### src/rtl/prio_enc_pkg.sv
// prio_enc_pkg: shared types and helpers for the sequential priority encoder.
//   state_t      : FSM states of prio_encoder_seq (IDLE, EMIT)
//   MODE_SINGLE  : in_mode value for a single priority encode with multi-bit flag
//   MODE_DRAIN   : in_mode value for emitting every set bit, one beat per bit
//   idx_width()  : ceil(log2(width)), the width of an encoded index
package prio_enc_pkg;

  typedef enum logic {
    IDLE = 1'b0,
    EMIT = 1'b1
  } state_t;

  localparam logic MODE_SINGLE = 1'b0;
  localparam logic MODE_DRAIN  = 1'b1;

  // Written as a plain loop so it folds to a constant during elaboration
  // and can size ports in a parameter list.
  function automatic int idx_width(input int width);
    int w;
    w = 0;
    for (int i = 0; i < 16; i++) begin
      if ((1 << i) < width) w = i + 1;
    end
    return w;
  endfunction

endpackage

### src/rtl/prio_pick.sv
// prio_pick: combinational priority selector.
//   Parameters : WIDTH (input lines), MSB_FIRST (0 = lowest index wins,
//                1 = highest index wins)
//   vec           in  WIDTH  candidate bits
//   idx           out IDX_W  index of the winning bit (0 when vec is zero)
//   any           out 1      at least one bit set
//   multi         out 1      more than one bit set
//   onehot_of_idx out WIDTH  one-hot mask of the winning bit (all zero when none)
module prio_pick
  import prio_enc_pkg::*;
#(
  parameter int WIDTH     = 8,
  parameter bit MSB_FIRST = 1'b0,
  localparam int IDX_W    = idx_width(WIDTH)
) (
  input  logic [WIDTH-1:0] vec,
  output logic [IDX_W-1:0] idx,
  output logic             any,
  output logic             multi,
  output logic [WIDTH-1:0] onehot_of_idx
);

  // w_ord is vec reordered so that position 0 always has the highest
  // priority; this keeps the chain below identical for both directions.
  logic [WIDTH-1:0] w_ord;
  logic [WIDTH-1:0] w_seen;     // w_seen[k]: a higher-priority bit than k is set
  logic [WIDTH-1:0] w_sel_ord;  // winner, in priority order
  logic [WIDTH-1:0] w_dup;      // set bits that lost to a higher-priority one

  genvar gi;
  generate
    for (gi = 0; gi < WIDTH; gi++) begin : g_order
      localparam int SRC = MSB_FIRST ? (WIDTH - 1 - gi) : gi;
      assign w_ord[gi]          = vec[SRC];
      assign w_sel_ord[gi]      = w_ord[gi] & ~w_seen[gi];
      assign w_dup[gi]          = w_ord[gi] & w_seen[gi];
      assign onehot_of_idx[SRC] = w_sel_ord[gi];
    end
  endgenerate

  // Prefix-OR built with a local accumulator to avoid a self-referencing vector.
  always_comb begin
    logic v_acc;
    v_acc  = 1'b0;
    w_seen = '0;
    for (int k = 0; k < WIDTH; k++) begin
      w_seen[k] = v_acc;
      v_acc     = v_acc | w_ord[k];
    end
    any = v_acc;
  end

  assign multi = |w_dup;

  // The mask is one-hot (or zero), so OR-ing the indices of set mask bits
  // yields the winner's index without a priority mux.
  always_comb begin
    idx = '0;
    for (int i = 0; i < WIDTH; i++) begin
      if (onehot_of_idx[i]) idx = idx | IDX_W'(i);
    end
  end

endmodule

### src/rtl/prio_encoder_seq.sv
// prio_encoder_seq: registered priority encoder with valid/ready on both sides.
//   Parameters : WIDTH (2..256), MSB_FIRST (priority direction)
//   clk, rst   in   clock, synchronous active-high reset
//   in_valid   in   in_vec / in_mode valid
//   in_ready   out  block idle and able to take a vector
//   in_vec     in   WIDTH request vector
//   in_mode    in   MODE_SINGLE or MODE_DRAIN
//   out_valid  out  out_* beat valid
//   out_ready  in   consumer takes the current beat
//   out_idx    out  encoded index of the selected bit
//   out_last   out  final beat of this vector
//   out_err    out  single-shot vector had more than one bit set
//   out_zero   out  vector was all zeros
// Single-shot produces one beat per vector; drain produces one beat per set
// bit in priority order. All out_* fields come straight from flops.
module prio_encoder_seq
  import prio_enc_pkg::*;
#(
  parameter int WIDTH     = 8,
  parameter bit MSB_FIRST = 1'b0,
  localparam int IDX_W    = idx_width(WIDTH)
) (
  input  logic             clk,
  input  logic             rst,
  input  logic             in_valid,
  output logic             in_ready,
  input  logic [WIDTH-1:0] in_vec,
  input  logic             in_mode,
  output logic             out_valid,
  input  logic             out_ready,
  output logic [IDX_W-1:0] out_idx,
  output logic             out_last,
  output logic             out_err,
  output logic             out_zero
);

  state_t           r_state;
  state_t           w_state_next;

  logic [WIDTH-1:0] r_pend;      // bits of the captured vector not yet retired
  logic [WIDTH-1:0] w_pend_next;
  logic             r_mode;
  logic             w_mode_next;
  logic [WIDTH-1:0] r_onehot;    // mask of the bit currently on out_idx

  logic             r_valid;
  logic [IDX_W-1:0] r_idx;
  logic             r_last;
  logic             r_err;
  logic             r_zero;

  logic             w_accept;
  logic             w_take;
  logic             w_advance;
  logic             w_load;

  logic [IDX_W-1:0] w_idx;
  logic             w_any;
  logic             w_multi;
  logic [WIDTH-1:0] w_onehot;

  assign in_ready  = (r_state == IDLE) && !rst;
  assign w_accept  = in_valid && in_ready;
  assign w_take    = r_valid && out_ready;
  assign w_advance = w_take && !r_last;
  // A new beat is loaded either from a fresh vector or from the remainder of
  // a drain; both happen in the same cycle as the handshake that triggers
  // them, which gives 1-cycle latency and back-to-back drain beats.
  assign w_load    = w_accept || w_advance;

  // ---------------- FSM ----------------
  always_ff @(posedge clk) begin
    if (rst) begin
      r_state <= IDLE;
    end else begin
      r_state <= w_state_next;
    end
  end

  always_comb begin
    w_state_next = r_state;
    case (r_state)
      IDLE:    if (w_accept) w_state_next = EMIT;
      EMIT:    if (w_take && r_last) w_state_next = IDLE;
      default: w_state_next = IDLE;
    endcase
  end

  // ---------------- pending vector ----------------
  always_comb begin
    w_pend_next = r_pend;
    w_mode_next = r_mode;
    if (w_accept) begin
      w_pend_next = in_vec;
      w_mode_next = in_mode;
    end else if (w_advance) begin
      w_pend_next = r_pend & ~r_onehot;
    end
  end

  // The picker looks at the value the pending register is about to take, so
  // the beat it describes can be registered in the same edge.
  prio_pick #(
    .WIDTH     (WIDTH),
    .MSB_FIRST (MSB_FIRST)
  ) u_pick (
    .vec           (w_pend_next),
    .idx           (w_idx),
    .any           (w_any),
    .multi         (w_multi),
    .onehot_of_idx (w_onehot)
  );

  // ---------------- capture and output registers ----------------
  always_ff @(posedge clk) begin
    if (rst) begin
      r_pend   <= '0;
      r_mode   <= MODE_SINGLE;
      r_onehot <= '0;
      r_valid  <= 1'b0;
      r_idx    <= '0;
      r_last   <= 1'b0;
      r_err    <= 1'b0;
      r_zero   <= 1'b0;
    end else begin
      r_pend <= w_pend_next;
      r_mode <= w_mode_next;
      if (w_load) begin
        r_valid  <= 1'b1;
        r_idx    <= w_idx;
        r_onehot <= w_onehot;
        // Drain: last when only one bit is left (or none, for a zero vector).
        r_last   <= (w_mode_next == MODE_SINGLE) || !w_multi;
        r_err    <= (w_mode_next == MODE_SINGLE) && w_multi;
        r_zero   <= !w_any;
      end else if (w_take) begin
        // Final beat consumed: return the outputs to their quiet values.
        r_valid  <= 1'b0;
        r_idx    <= '0;
        r_onehot <= '0;
        r_last   <= 1'b0;
        r_err    <= 1'b0;
        r_zero   <= 1'b0;
      end
    end
  end

  assign out_valid = r_valid;
  assign out_idx   = r_idx;
  assign out_last  = r_last;
  assign out_err   = r_err;
  assign out_zero  = r_zero;

endmodule

### config.mk
export PLATFORM = sky130hd
export DESIGN_NAME = prio_encoder_seq
export DESIGN_NICKNAME = d
export VERILOG_FILES = /design/src/rtl/prio_enc_pkg.sv /design/src/rtl/prio_pick.sv /design/src/rtl/prio_encoder_seq.sv
export SDC_FILE = /design/constraint.sdc
export NUM_CORES = 1
export LEC_CHECK = 0
export CAP_MARGIN = 10
export CORE_UTILIZATION = 40
export DETAILED_ROUTE_END_ITERATION = 6
export GPL_ROUTABILITY_DRIVEN = 0
export SKIP_CTS_REPAIR_TIMING = 1
export SYNTH_ARGS = -nofsm -noshare
export SYNTH_HDL_FRONTEND = slang
export SYNTH_SLANG_ARGS = --single-unit
### constraint.sdc
create_clock -name clk -period 2.9 [get_ports clk]
set_input_delay 0.58 -clock clk [delete_from_list [all_inputs] [get_ports clk]]
set_output_delay 0.58 -clock clk [all_outputs]
set_load 0.02 [all_outputs]
==> results.sh <==
export IMPL_area_growth_pct=26.0
export IMPL_nNetsFinal=191
export IMPL_total_power_uw=761
export IMPL_grt_pass1_vias=1131
export IMPL_drive_above_1_share_pct=19.2
export IMPL_ys_async_sr_fraction_pct=0
export IMPL_core_area_mm2=0.00308
export IMPL_grt_pass1_wl_um=5490
export IMPL_period_needed_ps=2490
export IMPL_drtIter0Drc=48
export IMPL_synth_fp_nets=160
export IMPL_yosysSeqAreaShare_pct=38.2
export IMPL_path_max_fanout=7
export IMPL_dr_pass1_iters=4
export IMPL_fmax_mhz=402
export IMPL_cts_buffers=3
export IMPL_cts_sinks=25
export IMPL_fin_crit_sh_pct=85.9
export IMPL_dieArea_mm2=0.00351
export IMPL_vdd_drop_max_mv=0.237
export IMPL_fin_worst_skew_ps=7.62
export IMPL_synth_seq_cells=25
export IMPL_p_leak_uw=0.000604
export IMPL_fin_setup_tns_ps=0
export IMPL_worst_setup_path_end_kind="flip-flop"
export IMPL_hold_slack_ps=473
export IMPL_clock_latency_ps=320
export IMPL_via_per_inst=5.45
export IMPL_n_antenna_cell=0
export IMPL_antenna_found_initial=0
export IMPL_synth_edf_count=0
export IMPL_outcome="complete, no violations"
export IMPL_gr_usage_met3_pct=1.97
export IMPL_die_y_um=59.3
export IMPL_netlist_instances=147
export IMPL_worst_pin_slew_ps=367
export IMPL_drcViolationCount=0
export IMPL_rsz0062_at_grt="false"
export IMPL_drtAntennaViolNets=0
export IMPL_syn_area_mm2=0.00131
export IMPL_powerDensity_mw_per_mm2=460
export IMPL_top_usage_layer="met2"
export IMPL_synth_flop_cell="dfxtp_1"
export IMPL_root_buffer="clkbuf_4"
export IMPL_wire_per_inst_um=15.1
export IMPL_grt_use_met1_pct=29.1
export IMPL_grt_use_met2_pct=34.5
export IMPL_via_count=1205
export IMPL_hold_class="flip-flop to flip-flop"
export IMPL_cp_required_ps=3130
export IMPL_clk_transition_reported_paths_ps=150
export IMPL_wirelength_um=3340
export IMPL_post_dp_hpwl_um=2530
export IMPL_finalSetupViolCount=0
export IMPL_critPathKind="input port to flip-flop"
export IMPL_grt_max_degree=16
export IMPL_die_width_um=59.3
export IMPL_clock_path_buffers=2
export IMPL_synth_area_per_cell_um2=8.92
export IMPL_final_hold_viol_count=0
export IMPL_final_area_mm2=0.00165
export IMPL_grt_util_all_layers_pct=20.8
export IMPL_std_cell_rows=20
export IMPL_slew_headroom_pct=74.9
export IMPL_yosysWarnings=0
export IMPL_grt_overflow=0
export IMPL_initial_core_util_pct=42.6
export IMPL_start_kind="input port"
export IMPL_io_pins=21
export IMPL_placed_area_mm2=0.00162
export IMPL_io_buffers=20
export IMPL_htreeDepth=1
export IMPL_drv_slew=0
export IMPL_synth_cell_type_count=45
export IMPL_max_cap_viol_count=0
export IMPL_arrival_ps=2720
export IMPL_cts_tree="done"
## layer usage
| layer | part of all wire, % | up-vias |
|---|---|---|
| li1 | - | 608 |
| met1 | 49 | 569 |
| met2 | 47 | 26 |
| met3 | 3.4 | 2 |
| met4 | 0.54 | 0 |
| met5 | 0 | - |
## synthesized netlist by cell type (all sizes together) (2+ instances only)
cell	instances	area [µm²]
o21ai	10	50.1
inv	4	15.0
nor3	8	51.3
nor2	18	70.1
nand3	6	30.0
dfxtp	25	500
a211oi	2	15.0
nand2	13	51.3
clkbuf	2	7.51
a21oi	5	25.0
a211o	2	17.5
a31oi	8	90.1
nand4b	5	43.8
buf	6	41.3
a221o	2	20.0
a32o	2	20.0
and4bb	4	50.1
nand2b	3	18.8
o31ai	3	22.5
## final cells by class
class / count / area, µm²
tap: 44 / 55.1
clock buffer: 3 / 22.5
multi-input combinational: 110 / 747
sequential: 25 / 500
clock inverter: 1 / 7.51
timing repair buffer: 34 / 305
fill: 299 / 1430
inverter: 4 / 15.0
## kinds of logic after synthesis
kind of cell           share of synthesized area [%]
AND/OR/NAND/NOR                                 30.7
AO/OA/AOI/OAI                                   25.5
flip-flops                                      38.2
buffers and inverters                           4.87
multiplexers                                   0.763
## path summary, 6_finish.rpt
kind,endpoint,slack (ps),from,depth (start not counted)
setup / recovery,out_last,410,out_ready,8
setup reg to reg,out_last,680,out_valid,7
hold reg to reg,r_onehot[1],470,r_onehot[1],2
hold / removal,r_onehot[1],470,r_onehot[1],2
## layout by cell type, fill, tap and decap left out, types with 2 or more instances in the layout
cell type | netlist | routed
a32o_1 | 2 | 2
nor3_1 | 7 | 7
nand4b_1 | 5 | 5
clkdlybuf4s50_1 | 0 | 20
nand2_1 | 12 | 12
and4bb_2 | 4 | 4
o31ai_1 | 3 | 3
nor2_1 | 17 | 17
inv_1 | 4 | 4
a211oi_1 | 2 | 2
clkbuf_4 | 0 | 3
nand2b_1 | 3 | 3
a31oi_2 | 4 | 4
buf_4 | 0 | 14
a211o_1 | 2 | 2
nand3_1 | 6 | 6
a221o_1 | 2 | 2
a31oi_1 | 3 | 3
dfxtp_1 | 25 | 25
a21oi_1 | 5 | 5
o21ai_0 | 10 | 10
## state kept, by name, summed over array words and instances (netlist names)
register / cells
r_onehot: 8
r_pend: 8
out_idx: 3
out_err: 1
out_last: 1
out_valid: 1
out_zero: 1
r_mode: 1
r_state: 1
## critical path, cell delays in order
cell             delay [ps]
clkdlybuf4s50_1         630
nand3b_4                150
o21ai_0                 340
a31oi_2                 180
buf_4                   190
nor3_1                  210
nor3_1                   90
o41ai_1                 340
## power by group
part           internal (µW)  switching (µW)  leakage [µW]  total [µW]
combinational            101             105      0.000386         205
clock                   52.6             114     0.0000139         167
sequential               366            23.2      0.000204         389
## per-stage QoR
stage               cells  util [%]  setup WS, ps
finish                221      53.7           410
global route          221      53.7           249
CTS                   221      53.7           422
detailed placement    217      52.7          78.1
global placement      217      52.7           137
floorplan             147         -           671
Note: power is estimated with default switching activity, not from simulation.
==> edit (config.mk and constraints unchanged) <==
`MSB_FIRST` is set to 1'b0 in 2 places; all go to 1'b1.
--- a/src/rtl/prio_pick.sv
+++ b/src/rtl/prio_pick.sv
@@ -11,5 +11,5 @@
 #(
   parameter int WIDTH     = 8,
-  parameter bit MSB_FIRST = 1'b0,
+  parameter bit MSB_FIRST = 1'b1,
   localparam int IDX_W    = idx_width(WIDTH)
 ) (
--- a/src/rtl/prio_encoder_seq.sv
+++ b/src/rtl/prio_encoder_seq.sv
@@ -18,5 +18,5 @@
 #(
   parameter int WIDTH     = 8,
-  parameter bit MSB_FIRST = 1'b0,
+  parameter bit MSB_FIRST = 1'b1,
   localparam int IDX_W    = idx_width(WIDTH)
 ) (
Formal check against the unedited RTL: not equivalent (Yosys sat finds a counterexample within 4 cycles, from zero or initial values and one cycle with rst high).
==> edit against the unedited design <==
- fmax shrank 0.80%
- sequential cell count is the same
- sequential power shrank 4%
- design area shrank 3.6%
- wire length shrank 5.5%
- synthesized area shrank 3.4%
- power shrank 7.5%
- worst setup slack lost 0.020 ns
- critical endpoint is now in_ready
- largest cell class unchanged
==> edit: results (changes against the unedited design) <==
routing:
  drt_wl_total_um: 3160  # -5.5%
  drt-met1-wl_um: 1541  # -6.5%
  avgViaCountPerCell: 5.484  # +0.59%
  wl_met2_um: 1421  # -9.0%
  met3WireLength_um: 127  # +10%
  drt_iter0_drc: 56  # +17%
synthesis:
  synth_common_cells: "25 x dfxtp_1, 24 x nand2_1, 16 x nor2_1"
  synthTopCellsByArea: "dfxtp_1 40%, nand2_1 7.1%, o21ai_0 4.7%"
  syn_inst: 153  # +4.1%
  synth_warnings: 0  # unchanged
  yosysUniqueCellTypes: 42  # -6.7%
  ys_seq_area_share_pct: 39.53  # +1.4 points
  synth.net_count: 166  # +3.8%
placed_design:
  dpl.cell_count: 221  # +1.8%
  post-dp-hpwl_um: 2291  # -9.5%
  post-place-ws_ns: 0.09168  # +0.01358 ns
global_routing:
  grt_usage_pct: 21.44  # +0.65 points
  grt_pass1_wl_um: 5526  # +0.75%
  grt_pass1_vias: 1193  # +5.5%
  grt_max_degree: 25  # +9
cells_and_area:
  layout.cells.non_filler: 225  # +1.8%
  nNetsFinal: 195  # +2.1%
  n_antenna_cell: 0  # unchanged
  drive_gt1_share_pct: 14.36  # -4.8 points
sta:
  tightest_slew_ns: 0.4359  # +0.06936 ns
  skew_ns: 0.01052  # +0.002902 ns
clock_network:
  worstSkewPairLatency_ns: 0.33
  numCtsBuffers: 3  # unchanged
  path_clk_slew_ns: 0.15  # about the same
outcome:
  outcome: "finished, final reports clean"
setup_path:
  cp_max_fo: 24  # +17
power_and_ir_drop:
  peakVddDrop_mv: 0.1677  # -29%
  leakagePower_nw: 0.5690  # -5.8%
[edit: cell types whose count changed after synthesis, sizes merged, moves of 3 or more]
cell    change
nor3        -5
nand2      +11
nor4        +3
o21ai       +7
nand3       -4
a31oi       -3
a21oi       +3
o21a        +4
nand4b      -3
[edit: cell type report]
type	count	area, um^2
clock buffer	3	22.52
clock inverter	1	5.005
fill	294	1434
inverter	6	22.52
multi-input combinational	115	705.7
sequential	25	500.5
tap	44	55.05
timing repair buffer	31	282.8
[edit: cell families after synthesis]
family,share of synthesized area [%]
AOI/OAI and AO/OA,26.68
buffers and inverters,5.138
DFF,39.53
muxes,0.7905
and+or+nand+nor,27.87
[edit: where the power goes]
| group | switching (mW) | leakage [nW] | total (mW) | internal [mW] |
|---|---|---|---|---|
| Clock | 0.110 | 0.0177 | 0.161 | 0.0518 |
| Combinational | 0.0897 | 0.348 | 0.168 | 0.0780 |
| Sequential | 0.0145 | 0.204 | 0.375 | 0.361 |
| Total | 0.214 | 0.569 | 0.704 | 0.491 |
[edit: path summary, 6_finish.rpt]
| check | start | endpoint | slack, ns | cells past startpoint |
|---|---|---|---|---|
| setup / recovery | rst | in_ready | 0.39 | 4 |
| setup reg to reg | r_state$_SDFF_PP0_ | out_err$_SDFFE_PP0P_ | 0.79 | 6 |
| hold reg to reg | out_zero$_SDFFE_PP0P_ | out_zero$_SDFFE_PP0P_ | 0.46 | 2 |
| hold / removal | out_zero$_SDFFE_PP0P_ | out_zero$_SDFFE_PP0P_ | 0.46 | 2 |
[edit: routing by layer]
metal	vias up	global-route usage [%]
li1	612	-
met1	585	30.40
met2	29	32.35
met3	8	3.348
met4	0	8.844
met5	-	0
[edit: stage by stage]
stage                     cell area, um^2  hold slack (ns)
final                                1594           0.4613
after global routing                 1594           0.4832
after CTS                            1594           0.4661
after detailed placement             1567           0.4425
after global placement               1567           0.4333
after floorplan                      1266           0.4226
[edit: critical path: stages]
cell             delay, ns
clkdlybuf4s50_1       0.41
buf_4                 0.23
nor2_1                0.11
clkdlybuf4s50_1       0.60
